`config.mk`:
```
export PLATFORM = sky130hd
export DESIGN_NAME = id_exe_pipe_reg
export DESIGN_NICKNAME = d
export VERILOG_FILES = /design/src/rtl/id_exe_pipe_reg_pkg.sv /design/src/rtl/id_exe_pipe_reg_skid_buf.sv /design/src/rtl/id_exe_pipe_reg.sv
export SDC_FILE = /design/constraint.sdc
export NUM_CORES = 1
export LEC_CHECK = 0
export CAP_MARGIN = 30
export CORE_UTILIZATION = 52
export CTS_CLUSTER_DIAMETER = 100
export DETAILED_ROUTE_END_ITERATION = 12
export PLACE_DENSITY_LB_ADDON = 0.2
export RECOVER_POWER = 100
export SETUP_SLACK_MARGIN = 0.4
export SKIP_LAST_GASP = 1
export SYNTH_ARGS = -nofsm -noshare
export SYNTH_HDL_FRONTEND = slang
export SYNTH_SLANG_ARGS = --single-unit
```
`constraint.sdc`:
```
create_clock -name clk -period 2.2 [get_ports clk]
set_input_delay 0.55 -clock clk [delete_from_list [all_inputs] [get_ports clk]]
set_output_delay 0.55 -clock clk [all_outputs]
set_load 0.01 [all_outputs]
```
`src/rtl/id_exe_pipe_reg_pkg.sv`:
```
// Shared types for the ID->EXE stage register: default field widths,
// the packed decode payload, and the skid-buffer occupancy encoding.
// Consumers import this package and may override widths by parameter.
package id_exe_pipe_reg_pkg;

  localparam int DSIZE_DEF = 32;
  localparam int ASIZE_DEF = 5;
  localparam int AOP_W_DEF = 3;

  // Decode payload at default widths, MSB first in the listed order.
  typedef struct packed {
    logic [AOP_W_DEF-1:0] aluop;
    logic                 alusrc;
    logic                 wen;
    logic [DSIZE_DEF-1:0] rdata1;
    logic [DSIZE_DEF-1:0] rdata2;
    logic [DSIZE_DEF-1:0] imm;
    logic [ASIZE_DEF-1:0] waddr;
  } id_exe_pl_t;

  localparam int ID_EXE_PL_W = $bits(id_exe_pl_t);

  // Encoding is {main_v, skid_v}, so bit 1 is the output-valid flag and
  // bit 0 says the overflow entry is occupied.
  typedef enum logic [1:0] {
    SB_EMPTY = 2'b00,
    SB_BUSY  = 2'b10,
    SB_FULL  = 2'b11
  } skid_state_e;

endpackage

```
`src/rtl/id_exe_pipe_reg_skid_buf.sv`:
```
// Generic WIDTH-bit valid/ready stage: 2-entry skid buffer or single register.
// Latency 1 cycle from accept to out_valid when the main entry is free or draining.
// SKID=1: in_ready is a flop (no out_ready->in_ready path); SKID=0: in_ready = out_ready | ~out_valid.
module pipe_skid_buf
  import id_exe_pipe_reg_pkg::*;
#(
  parameter int WIDTH = 8,
  parameter int SKID  = 1
) (
  input  logic             clk,
  input  logic             rst,
  input  logic             flush,
  input  logic             in_valid,
  output logic             in_ready,
  input  logic [WIDTH-1:0] in_data,
  output logic             out_valid,
  input  logic             out_ready,
  output logic [WIDTH-1:0] out_data
);

  logic accept;
  logic consume;

  assign accept  = in_valid & in_ready;
  assign consume = out_valid & out_ready;

  if (SKID != 0) begin : g_skid

    skid_state_e      state_q, state_d;
    logic [WIDTH-1:0] main_q, main_d;
    logic [WIDTH-1:0] skid_q, skid_d;
    logic             rdy_q, rdy_d;

    // Occupancy FSM and data steering; flush empties both entries and drops
    // any input accepted in the same cycle. Data only moves on a transfer.
    always_comb begin
      state_d = state_q;
      main_d  = main_q;
      skid_d  = skid_q;
      if (flush) begin
        state_d = SB_EMPTY;
      end else begin
        case (state_q)
          SB_EMPTY: begin
            if (accept) begin
              state_d = SB_BUSY;
              main_d  = in_data;
            end
          end
          SB_BUSY: begin
            if (accept && consume) begin
              main_d = in_data;
            end else if (accept) begin
              state_d = SB_FULL;
              skid_d  = in_data;
            end else if (consume) begin
              state_d = SB_EMPTY;
            end
          end
          SB_FULL: begin
            if (consume) begin
              state_d = SB_BUSY;
              main_d  = skid_q;
            end
          end
          default: state_d = SB_EMPTY;
        endcase
      end
      // Ready is computed from the next state so the flop always matches ~skid_v.
      rdy_d = (state_d != SB_FULL);
    end

    // State, data and registered ready; reset clears everything and reopens input.
    always_ff @(posedge clk) begin
      if (rst) begin
        state_q <= SB_EMPTY;
        main_q  <= '0;
        skid_q  <= '0;
        rdy_q   <= 1'b1;
      end else begin
        state_q <= state_d;
        main_q  <= main_d;
        skid_q  <= skid_d;
        rdy_q   <= rdy_d;
      end
    end

    assign in_ready  = rdy_q;
    assign out_valid = (state_q != SB_EMPTY);
    assign out_data  = main_q;

  end else begin : g_reg

    logic             vld_q, vld_d;
    logic [WIDTH-1:0] data_q, data_d;

    // Single slot: accept has priority over the drain so back-to-back flows.
    always_comb begin
      vld_d  = vld_q;
      data_d = data_q;
      if (flush) begin
        vld_d = 1'b0;
      end else if (accept) begin
        vld_d  = 1'b1;
        data_d = in_data;
      end else if (consume) begin
        vld_d = 1'b0;
      end
    end

    // Valid flag and payload register.
    always_ff @(posedge clk) begin
      if (rst) begin
        vld_q  <= 1'b0;
        data_q <= '0;
      end else begin
        vld_q  <= vld_d;
        data_q <= data_d;
      end
    end

    assign in_ready  = out_ready | ~vld_q;
    assign out_valid = vld_q;
    assign out_data  = data_q;

  end

endmodule

```
`src/rtl/id_exe_pipe_reg.sv`:
```
// ID->EXE pipeline register: packs decode fields into one payload, gates wen with valid.
// Latency 1 cycle from accept to the EXE-side outputs.
// Back-pressure via out_ready; flush squashes held and incoming entries; SKID picks skid/plain mode.
module id_exe_pipe_reg
  import id_exe_pipe_reg_pkg::*;
#(
  parameter int DSIZE = DSIZE_DEF,
  parameter int ASIZE = ASIZE_DEF,
  parameter int AOP_W = AOP_W_DEF,
  parameter int SKID  = 1
) (
  input  logic             clk,
  input  logic             rst,
  input  logic             flush,
  input  logic             in_valid,
  output logic             in_ready,
  input  logic [AOP_W-1:0] aluop_in,
  input  logic             alusrc_in,
  input  logic             wen_in,
  input  logic [DSIZE-1:0] rdata1_in,
  input  logic [DSIZE-1:0] rdata2_in,
  input  logic [DSIZE-1:0] imm_in,
  input  logic [ASIZE-1:0] waddr_in,
  output logic             out_valid,
  input  logic             out_ready,
  output logic [AOP_W-1:0] aluop_out,
  output logic             alusrc_out,
  output logic             wen_out,
  output logic [DSIZE-1:0] rdata1_out,
  output logic [DSIZE-1:0] rdata2_out,
  output logic [DSIZE-1:0] imm_out,
  output logic [ASIZE-1:0] waddr_out
);

  // Same field order as the package payload, sized by this instance's parameters.
  typedef struct packed {
    logic [AOP_W-1:0] aluop;
    logic             alusrc;
    logic             wen;
    logic [DSIZE-1:0] rdata1;
    logic [DSIZE-1:0] rdata2;
    logic [DSIZE-1:0] imm;
    logic [ASIZE-1:0] waddr;
  } pl_t;

  localparam int PW = $bits(pl_t);

  pl_t pl_in;
  pl_t pl_out;

  assign pl_in = '{
    aluop:  aluop_in,
    alusrc: alusrc_in,
    wen:    wen_in,
    rdata1: rdata1_in,
    rdata2: rdata2_in,
    imm:    imm_in,
    waddr:  waddr_in
  };

  pipe_skid_buf #(
    .WIDTH (PW),
    .SKID  (SKID)
  ) u_buf (
    .clk       (clk),
    .rst       (rst),
    .flush     (flush),
    .in_valid  (in_valid),
    .in_ready  (in_ready),
    .in_data   (pl_in),
    .out_valid (out_valid),
    .out_ready (out_ready),
    .out_data  (pl_out)
  );

  assign aluop_out  = pl_out.aluop;
  assign alusrc_out = pl_out.alusrc;
  // Stale payload behind a bubble must never reach the register file.
  assign wen_out    = pl_out.wen & out_valid;
  assign rdata1_out = pl_out.rdata1;
  assign rdata2_out = pl_out.rdata2;
  assign imm_out    = pl_out.imm;
  assign waddr_out  = pl_out.waddr;

endmodule

```
* Word-level counts from Yosys, hierarchy flattened
Cells that the tools add are included.
Cells by class: muxes and demuxes 11, eq/ne operators 6, bitwise operators 5, reductions and logical operators 6
Operator list (number):
- $mux W106 | 3
- $pmux W106 S3 | 1
- $mux W2 | 6
- $ne A2 B1 Y1 const B | 3
- $pmux W2 S3 | 1
- $reduce_and A5 Y1 | 1
- $eq A2 B2 Y1 const B | 2
- $reduce_and A4 Y1 | 1
- $and A1 B1 Y1 | 3
- $reduce_bool A3 Y1 | 1
- $logic_not A2 Y1 | 1
- $ne A2 B2 Y1 const B | 1
- $not A1 Y1 | 2
- $reduce_bool A2 Y1 | 1
- $logic_and A1 B1 Y1 | 1
Word-level totals: output and inout bits 108, bits of input ports 111, word-level logic and storage cells 32, register bits after elaboration 215

* Depth between registers and ports, before layout
depth in word-level cells 8, mapped depth 8, depth with buffers taken out 3

* Cells and area by module
From an unflattened synthesis, not the netlist that was laid out.
Unflattened totals: cell total of the unflattened synthesis 1127, area, all modules 10288.6 um^2
By module, submodules not included:
- pipe_skid_buf | cells an instance 1126, times used 1, area each 10282.4 um^2, seq. area each 4304.1 um^2
- id_exe_pipe_reg | cells an instance 1, times used 1, area each 6.3 um^2, seq. area each 0.0 um^2

* Least setup slack after synthesis
OpenSTA, ideal clock, no wires.
path kind input to register, start input flush, end register u_buf.g_skid.skid_q[58], data required time 2.130 ns, data arrival time 1.932 ns, cell stages on the path 6, path buffers 3, path slack 0.197 ns, setup time 0.070 ns, cell sequence clkbuf_1 > nor3b_1 > buf_2 > clkbuf_1 > nand3_1 > a21oi_1
On the way: cells in the longest elaborated chain, start to end 2
RTL lines:
- from (decl) | RTL line id_exe_pipe_reg.sv:14 | input logic flush,
- $not A1 Y1 (no source line)
- $reduce_and A4 Y1 (no source line)
- to (signal assigned) | RTL line id_exe_pipe_reg_skid_buf.sv:83 | skid_q <= skid_d;
- to (decl) | RTL line id_exe_pipe_reg_skid_buf.sv:31 | logic [WIDTH-1:0] skid_q, skid_d;
Every way passes these cells. A chain may end at the register's enable or synchronous reset.

* Final worst setup path
start register u_buf.g_skid.state_q[1], end output wen_out
On the way: cells in the longest elaborated chain, start to end 2
RTL lines:
- from (decl) | RTL line id_exe_pipe_reg_skid_buf.sv:29 | skid_state_e state_q, state_d;
- from (signal assigned) | RTL line id_exe_pipe_reg_skid_buf.sv:81 | state_q <= state_d;
- $reduce_bool A2 Y1 | RTL line id_exe_pipe_reg_skid_buf.sv:89 | assign out_valid = (state_q != SB_EMPTY);
- $and A1 B1 Y1 | RTL line id_exe_pipe_reg.sv:79 | assign wen_out = pl_out.wen & out_valid;
- to (decl) | RTL line id_exe_pipe_reg.sv:28 | output logic wen_out,
Every way passes these cells.

==> flow_summary.yaml <==
setup_path:
  cp_data_arrival_time_ps: 1480
  cp_num_cells: 3
  rr_endpoint: "u_buf.out_data[105]"
  cp_top_family: "simple AND/OR/NAND/NOR gates"
  path_class: "flop to primary output"
  cp-start-kind: "flop"
  reg2regPathDepth: 5
  slowest_delay_ps: 310
  path_cells: "or2_0 -> and2_0 -> buf_6"
  r2r_setup_slack_ps: 240
  crit_fanout: 2
  crit_start: "u_buf.g_skid.state_q[1]"
  crit_buf_inv: 1
  worstPathRequired_ps: 1650
  worstReg2RegStart: "u_buf.g_skid.state_q[1]"
  cpMaxStageDelayCell: "dfxtp_1"
  cp-end-kind: "primary output"
  endpoint: "wen_out"
yosys:
  synth_nets: 1342
  synthesis.area_mm2: 0.0109
  synthCells: 1231
  ys_types: 23
  ys_warn_count: 0
  yosysSeqAreaShare: 0.396
  avgSynthCellArea_um2: 8.83
  synth-seq-cells: 215
final_layout:
  multi_input_area_mm2: 0.00542
  syn2layout_area_growth_pct: 25.2
  fillCellCount: 1727
  drive_gt1_frac: 0.0995
  finalNetCount: 1383
  regArea_mm2: 0.00430
  utilization: 0.668
  instances_no_fill: 1558
die:
  rows: 52
  die_x_um: 147
  die-area_mm2: 0.0215
  core-area_mm2: 0.0204
  start_util: 0.533
  fp.dieH_um: 147
  io_pins: 219
grt:
  grt_antenna_before_repair: 1
  grt_max_degree: 107
  grt_pass1_vias: 8755
  grt_usage: 0.267
  grt_pass1_wl_mm: 47.3
  grt_overflow_total: 0
timing:
  grt_setup_unrepaired: "true"
  relSlewSlack: 0.290
  final-hold-violation-count: 0
  fin_setup_tns_ps: 0
  period_needed_ps: 2030
  holdWs_ps: 395
  worstMarginPinSlew_ps: 1070
  slew_violations: 0
  setup_viol: 0
  max_freq_ghz: 0.493
  skew_ps: 6.74
  period_share: 0.922
routing:
  antenna_left: 0
  wl_per_cell_um: 19.9
  drt-total-wl_mm: 30.9
  viasPerCell: 6.16
  dr.pass1.iters: 5
  drtIter0Drc: 650
  drc: 0
  dr_total_vias: 9590
power_and_ir_drop:
  ir_drop_mv: 0.476
  p_leak_nw: 5.74
  total_power_w: 0.00904
  power.density_mw_per_mm2: 664
placed_design:
  gp_congestion: 0.761
  dp_hpwl_mm: 16.9
  dp_cells: 1506
  io_buffers: 218
clock_tree:
  root_buffer: "clkbuf_16"
  clock_path_buffers: 3
  htree_levels: 1
  clock_latency_ps: 510
  cts.sinks: 215
  clk_pin_slew_ps: 60
  numCtsBuffers: 23
  cts_tree: "yes"
status:
  outcome: "completed"
hold_path:
  hold_path_class: "input pin to flop"
job:
  drv_cap: 0
## cells by family (layout without fill, tap and decap cells)
family,count (synthesis),in the layout,share of synthesized area
muxes,106,106,0.0977
and+or+nand+nor,226,227,0.119
DFF,215,215,0.396
AOI/OAI and AO/OA,426,426,0.257
other,0,1,0
buffers and inverters,258,313,0.130
## how the worst min path moves through the flow
| stage | start | end | slack (ps) | depth (start not counted) |
|---|---|---|---|---|
| finish | flush | u_buf.out_data[56] | 400 | 3 |
| global route | flush | u_buf.out_data[56] | 410 | 3 |
| floorplan | u_buf.g_skid.skid_q[0] | u_buf.g_skid.skid_q[0] | 450 | 2 |
| CTS | flush | u_buf.out_data[56] | 370 | 3 |
| detailed placement | u_buf.g_skid.skid_q[25] | u_buf.g_skid.skid_q[25] | 470 | 2 |
| global placement | u_buf.g_skid.skid_q[70] | u_buf.g_skid.skid_q[70] | 460 | 2 |
## layout by cell type, fill, tap and decap left out, types with 2 or more instances in the layout
cell type	n
a21oi_1	107
buf_12	22
buf_2	2
buf_4	17
buf_6	6
clkbuf_1	8
clkbuf_16	27
clkbuf_2	2
clkbuf_8	7
clkdlybuf4s50_1	106
clkinv_2	4
dfxtp_1	215
dlygate4sd2_1	106
mux2i_1	106
nand2b_1	2
nand3_1	106
nor2b_1	107
o21ai_0	106
o31ai_1	90
o31ai_2	14
o31ai_4	2
o41ai_1	91
o41ai_2	14
or4_1	2
## timing repair
item                       in CTS  in global routing
setup endpoints to repair     148                 57
gates cloned                    0                 10
pin swaps                       0                  3
hold buffers                    0                  0
gates resized for setup       118                 54
setup buffers                   0                  1
## per-stage QoR
| step | instance area, µm² | setup slack, ps |
|---|---|---|
| after detailed placement | 12700 | -180 |
| after global placement | 12700 | -101 |
| after global routing | 13600 | 157 |
| final | 13600 | 171 |
| after floorplan | 10900 | 378 |
| after CTS | 13300 | 238 |
## sequential cells by signal, summed over array words and instances (netlist names)
register              cells
u_buf.g_skid.skid_q     106
u_buf.g_skid.state_q      2
u_buf.in_ready            1
u_buf.out_data          106
## report_power, final
part / internal (W) / switching, W
clock: 0.00227 / 0.00156
combinational: 0.000522 / 0.000627
sequential: 0.00401 / 0.0000570
total: 0.00680 / 0.00224
## cell usage after synthesis, drive strengths merged
cell type	n	area, µm²
or3b	1	8.76
o21ai	106	531
mux2i	106	1060
and3b	1	8.76
or2	1	6.26
o41ai	106	928
inv	1	3.75
nor3	1	5.00
clkbuf	137	514
nand3	106	531
o31ai	106	796
or4	2	15.0
dfxtp	215	4300
buf	120	898
nand3b	1	7.51
nand2	1	3.75
nand2b	2	12.5
a21oi	108	541
nor3b	1	7.51
nor2b	108	676
and2	1	6.26
## worst register-to-register path, stage by stage (launching register included)
cell     delay (ps)
dfxtp_1         310
buf_4           160
nor2b_1         170
or4_4           630
buf_2           340
o31ai_1         280
## per-layer routing
layer | global-route usage | up-vias | wire length [µm]
met5 | 0 | - | 0
met4 | 0.0823 | 0 | 708
met3 | 0.0416 | 52 | 2140
met2 | 0.433 | 367 | 14500
met1 | 0.363 | 4615 | 13600
li1 | - | 4556 | -
## layout make-up
class                      instances  area share
antenna                            1    0.000184
sequential                       215       0.316
timing repair buffer             272       0.205
inverter                           1    0.000276
clock buffer                      34      0.0505
tap                              270      0.0248
clock inverter                     6     0.00432
multi-input combinational        759       0.398
(Power assumes the default switching activity.)
